`config.mk`:
```
export PLATFORM = sky130hd
export DESIGN_NAME = controle_entrada
export DESIGN_NICKNAME = d
export VERILOG_FILES = /design/src/rtl/controle_entrada.sv
export SDC_FILE = /design/constraint.sdc
export NUM_CORES = 1
export LEC_CHECK = 0
export BUFFER_PORTS_ARGS = -buffer_cell sky130_fd_sc_hd__buf_2
export CAP_MARGIN = 5
export CELL_PAD_IN_SITES_DETAIL_PLACEMENT = 0
export CELL_PAD_IN_SITES_GLOBAL_PLACEMENT = 1
export CORE_ASPECT_RATIO = 0.5
export CORE_MARGIN = 2
export CORE_UTILIZATION = 38
export CTS_CLUSTER_SIZE = 16
export DETAILED_ROUTE_END_ITERATION = 16
export HOLD_SLACK_MARGIN = 0.08
export PLACE_DENSITY_LB_ADDON = 0.1
export SYNTH_ARGS = -nofsm -noshare
export SYNTH_HDL_FRONTEND = slang
export SYNTH_SLANG_ARGS = --single-unit
```
`constraint.sdc`:
```
create_clock -name clock -period 1.6 [get_ports clock]
set_clock_uncertainty 0.05 [all_clocks]
set_input_delay 0.24 -clock clock [delete_from_list [all_inputs] [get_ports clock]]
set_output_delay 0.24 -clock clock [all_outputs]
set_load 0.03 [all_outputs]
```
`src/rtl/controle_entrada.sv`:
```
// controle_entrada: operator input handshake for the processor's IN instruction.
// Synchronizes and debounces botaoIN, then captures chaves once per request.
// Ports:
//   clock, reset         - single clock, synchronous active-high reset
//   pedido               - processor waits for operator data (level)
//   botaoIN              - raw asynchronous bouncing push button
//   chaves               - operator switch data (LARGURA_CHAVES bits)
//   dado, valido         - captured switches (zero-extended) and its flag
//   status, liberar      - halt request level and one-cycle resume pulse
module controle_entrada #(
    parameter int DEBOUNCE_CICLOS = 16,
    parameter int LARGURA_CHAVES  = 16
) (
    input  logic                      clock,
    input  logic                      reset,
    input  logic                      pedido,
    input  logic                      botaoIN,
    input  logic [LARGURA_CHAVES-1:0] chaves,
    output logic [31:0]               dado,
    output logic                      valido,
    output logic                      status,
    output logic                      liberar
);

    typedef enum logic [2:0] {
        OCIOSO,
        AGUARDA_PRESS,
        AGUARDA_SOLTA,
        LIBERA,
        CONCLUIDO
    } estado_t;

    localparam logic [15:0] LIMITE = 16'(DEBOUNCE_CICLOS - 1);

    logic        sinc_a;
    logic        sinc_b;
    logic [15:0] contador;
    logic        filtrado;
    logic        filtrado_q;
    logic        press;

    estado_t     estado;
    estado_t     estado_n;
    logic [31:0] dado_n;
    logic        valido_n;

    // Synchronizer and debounce filter.
    always_ff @(posedge clock) begin
        if (reset) begin
            sinc_a     <= 1'b0;
            sinc_b     <= 1'b0;
            contador   <= '0;
            filtrado   <= 1'b0;
            filtrado_q <= 1'b0;
        end else begin
            sinc_a     <= botaoIN;
            sinc_b     <= sinc_a;
            filtrado_q <= filtrado;
            if (sinc_b == filtrado) begin
                contador <= '0;
            end else if (contador == LIMITE) begin
                filtrado <= ~filtrado;
                contador <= '0;
            end else begin
                contador <= contador + 16'd1;
            end
        end
    end

    // Press is the single cycle right after the filtered level rose; a
    // button already held when AGUARDA_PRESS is entered never produces it.
    assign press = filtrado & ~filtrado_q;

    always_ff @(posedge clock) begin
        if (reset) begin
            estado  <= OCIOSO;
            dado    <= '0;
            valido  <= 1'b0;
            status  <= 1'b0;
            liberar <= 1'b0;
        end else begin
            estado  <= estado_n;
            dado    <= dado_n;
            valido  <= valido_n;
            // Outputs are registered from the next state so they line up
            // with the state they describe.
            status  <= (estado_n == AGUARDA_PRESS) ||
                       (estado_n == AGUARDA_SOLTA);
            liberar <= (estado_n == LIBERA);
        end
    end

    always_comb begin
        estado_n = estado;
        dado_n   = dado;
        valido_n = valido;
        unique case (estado)
            OCIOSO: begin
                if (pedido) begin
                    estado_n = AGUARDA_PRESS;
                    valido_n = 1'b0;
                end
            end
            AGUARDA_PRESS: begin
                if (!pedido) begin
                    estado_n = OCIOSO;
                end else if (press) begin
                    estado_n = AGUARDA_SOLTA;
                    dado_n   = 32'(chaves);
                    valido_n = 1'b1;
                end
            end
            AGUARDA_SOLTA: begin
                if (!filtrado) begin
                    estado_n = LIBERA;
                end
            end
            LIBERA: begin
                estado_n = CONCLUIDO;
            end
            CONCLUIDO: begin
                if (!pedido) begin
                    estado_n = OCIOSO;
                end
            end
            default: begin
                estado_n = OCIOSO;
            end
        endcase
    end

endmodule

```
==> summary.txt <==
Route
  • Via/cell ratio: 4.53
  • DR pass1 iterations: 4
  • Routed len/inst: 11.1 um
  • WL final: 3.35 mm
  • Via count: 1368
  • Routed Antenna Nets: 0
  • DR iter-0 viols: 19
  • Residual DRC: 0

GRT
  • Grt total ovfl: 0
  • Largest net degree at the start of global routing: 19
  • First-pass GRT wire length: 5.57 mm
  • Number of global-route vias before repair: 1227
  • Gr usage total: 0.138
  • Initial antenna violation count: 0

Die
  • Cell Rows: 17
  • Die ar.: 5420 um^2
  • Die width: 102 um
  • Num ports: 55
  • Core area: 4510 um^2
  • Chip Height: 53.1 um
  • Initial Utilization: 0.406

Synthesis
  • Synth Warn #: 0
  • Dominant cell type by area after synthesis: dfxtp_1
  • Post-synth EDFFs: 0
  • Dominant synthesized flop cell: dfxtp_1
  • Asr flop ratio synth: 0
  • Netlist cell types: 32
  • Cell count after synthesis: 187
  • Synth top area share: 0.460
  • Area contributors post-synth: dfxtp_1 (46%), mux2i_1 (9.3%), nor2_1 (8.0%)
  • Mean Syn Cell Area: 9.78 um^2
  • Seq/Total Area, Yosys: 0.460
  • Synthesized area: 1830 um^2
  • Flops & latches, synth: 42

Power
  • Sequential power share: 0.539
  • Max VDD drop: 330 uV
  • Internal power contribution: 1520 uW
  • Leak Pwr: 0.00103 uW
  • Comb power frac: 0.056
  • Clock share of power: 0.405
  • Pwr Total: 1950 uW
  • PwrDens: 889 nW/um^2
  • Sw Share: 0.225
  • Psw: 439 uW

CTS
  • TritonCTS clock tree: built
  • Postcts setup bufs: 0
  • Max clock buf depth: 2
  • Skew-Pair Late Insertion Delay: 300 ps
  • Num Clock Sinks: 42
  • Cts repair resizes: 0
  • Cts bufs inserted: 5
  • H-tree levels: 2
  • Root Buffer: clkbuf_8
  • Hold bufs inserted after CTS: 0
  • Clock transition at path regs: 80 ps

STA
  • WHS: 105 ps
  • RSZ-0062 raised after global routing: no
  • Final setup vio count: 0
  • Period utilization: 0.891
  • Fin crit period: 1430 ps
  • Achievable frequency: 701 MHz
  • Setup TNS: 0 ps
  • Fin worst setup slack: 174 ps
  • Max Slew Vio Count: 0
  • Hold Vio Cnt, Final: 0

Cells and area
  • Commonest cells after routing, fill and taps aside: dfxtp_1 (42), nor2_1 (39), buf_2 (38), mux2i_1 (17), conb_1 (16)
  • Final cell count without fillers: 302
  • Fill cells: 449
  • Layout area overhead: 20.2%
  • # nets final: 256
  • Commonest non-fill, non-tap cell in the layout: dfxtp_1
  • # diodes: 0
  • Layout cells sized above 1: 0.284

Hold path
  • Worst hold path type: input port to flip-flop

Critical path
  • CP delay by family, top: simple AND/OR/NAND/NOR gates
  • Nature of the critical path endpoint: flip-flop
  • Critical path peak fanout: 15
  • Max stage delay on crit path: 350 ps
  • Startpoint types: flip-flop
  • Crit path cell chain: ha_1 -> and3_1 -> nand4_1 -> nand2_2 -> buf_12 -> nor2_1
  • Buf/Inv on CP: 1
  • Crit Path Category: flip-flop to flip-flop
  • Worst path slowest cell: dfxtp_1
  • Worst Path Arrival: 1570 ps
  • WP data required: 1740 ps

Placed design
  • GPL Wtd Cong: 0.705
  • Hpwl dp: 2.33 mm
  • Post-place setup slack: 159 ps
  • DP Cell Count: 294
  • # port buffers: 38

Outcome
  • Outcome: finished clean

Job
  • Max-Cap Viols: 0
## power groups by stage
stage	clock, uW	combinational (uW)	sequential (uW)
floorplan	0	104	1080
global placement	0	109	1080
detailed placement	0	110	1080
CTS	835	110	1050
global route	872	119	1050
finish	792	110	1050
## state kept, by name, summed over array words and instances (netlist names)
name,cells
sinc_b,1
filtrado,1
status,1
dado,16
estado,3
filtrado_q,1
liberar,1
sinc_a,1
valido,1
contador,16
## worst reg2reg max path: stages (launching register included)
cell	delay, ps
dfxtp_1	350
ha_1	220
and3_1	200
nand4_1	170
nand2_2	140
buf_12	140
nor2_1	50
## path summary, 6_finish.rpt
| path | startpoint | to | slack, ps | cells past startpoint |
|---|---|---|---|---|
| max | contador[0]$_SDFF_PP0_ | contador[10]$_SDFF_PP0_ | 170 | 6 |
| min | botaoIN | sinc_a$_SDFF_PP0_ | 100 | 2 |
| max reg2reg | contador[0]$_SDFF_PP0_ | contador[10]$_SDFF_PP0_ | 170 | 6 |
| min reg2reg | sinc_a$_SDFF_PP0_ | sinc_b$_SDFF_PP0_ | 390 | 1 |
## Yosys cell counts, types with 2 or more instances
| master | number |
|---|---|
| nand4_1 | 3 |
| nor2_1 | 39 |
| nor4_2 | 4 |
| xor2_1 | 2 |
| nor2_2 | 2 |
| nor3_1 | 5 |
| buf_6 | 2 |
| dfxtp_1 | 42 |
| nand3_1 | 4 |
| nand4_4 | 2 |
| clkbuf_1 | 3 |
| a31oi_1 | 2 |
| inv_1 | 4 |
| nor2b_1 | 4 |
| buf_4 | 16 |
| nor4_1 | 4 |
| and3_1 | 2 |
| mux2i_1 | 17 |
| xnor2_1 | 13 |
| nand2_1 | 5 |
## routing by layer
layer  vias to the layer above  GRT usage  share of wire
li1                        687          -              -
met1                       629      0.167           0.48
met2                        44      0.218           0.44
met3                         8     0.0462          0.058
met4                         0     0.0800          0.022
met5                         -          0              0
## per-stage QoR
stage / area (um^2) / utilization
2_1_floorplan: 1890 / -
3_3_place_gp: 2090 / 0.463
3_5_place_dp: 2090 / 0.463
4_1_cts: 2200 / 0.488
5_1_grt: 2200 / 0.488
6_report: 2200 / 0.488
## cells by family (layout without fill, tap and decap cells)
family,after synthesis,after routing,synth area share
DFF,42,42,0.460
buffers and inverters,26,60,0.101
other,1,16,0.00205
and+or+nand+nor,78,78,0.239
adders and majority gates,1,1,0.00684
xor gates and xnor gates,15,15,0.0718
AOI/OAI and AO/OA,7,7,0.0267
muxes,17,17,0.0930
## final cells by class
cell class / count / area (um^2) / area share
Timing Repair Buffer: 48 / 290 / 0.132
Multi-Input combinational cell: 134 / 861 / 0.391
Clock buffer: 8 / 110 / 0.0501
Tap cell: 66 / 82.6 / 0.0375
Sequential cell: 42 / 841 / 0.382
Inverter: 4 / 15.0 / 0.00683
Note: power is estimated with default switching activity, not from simulation.
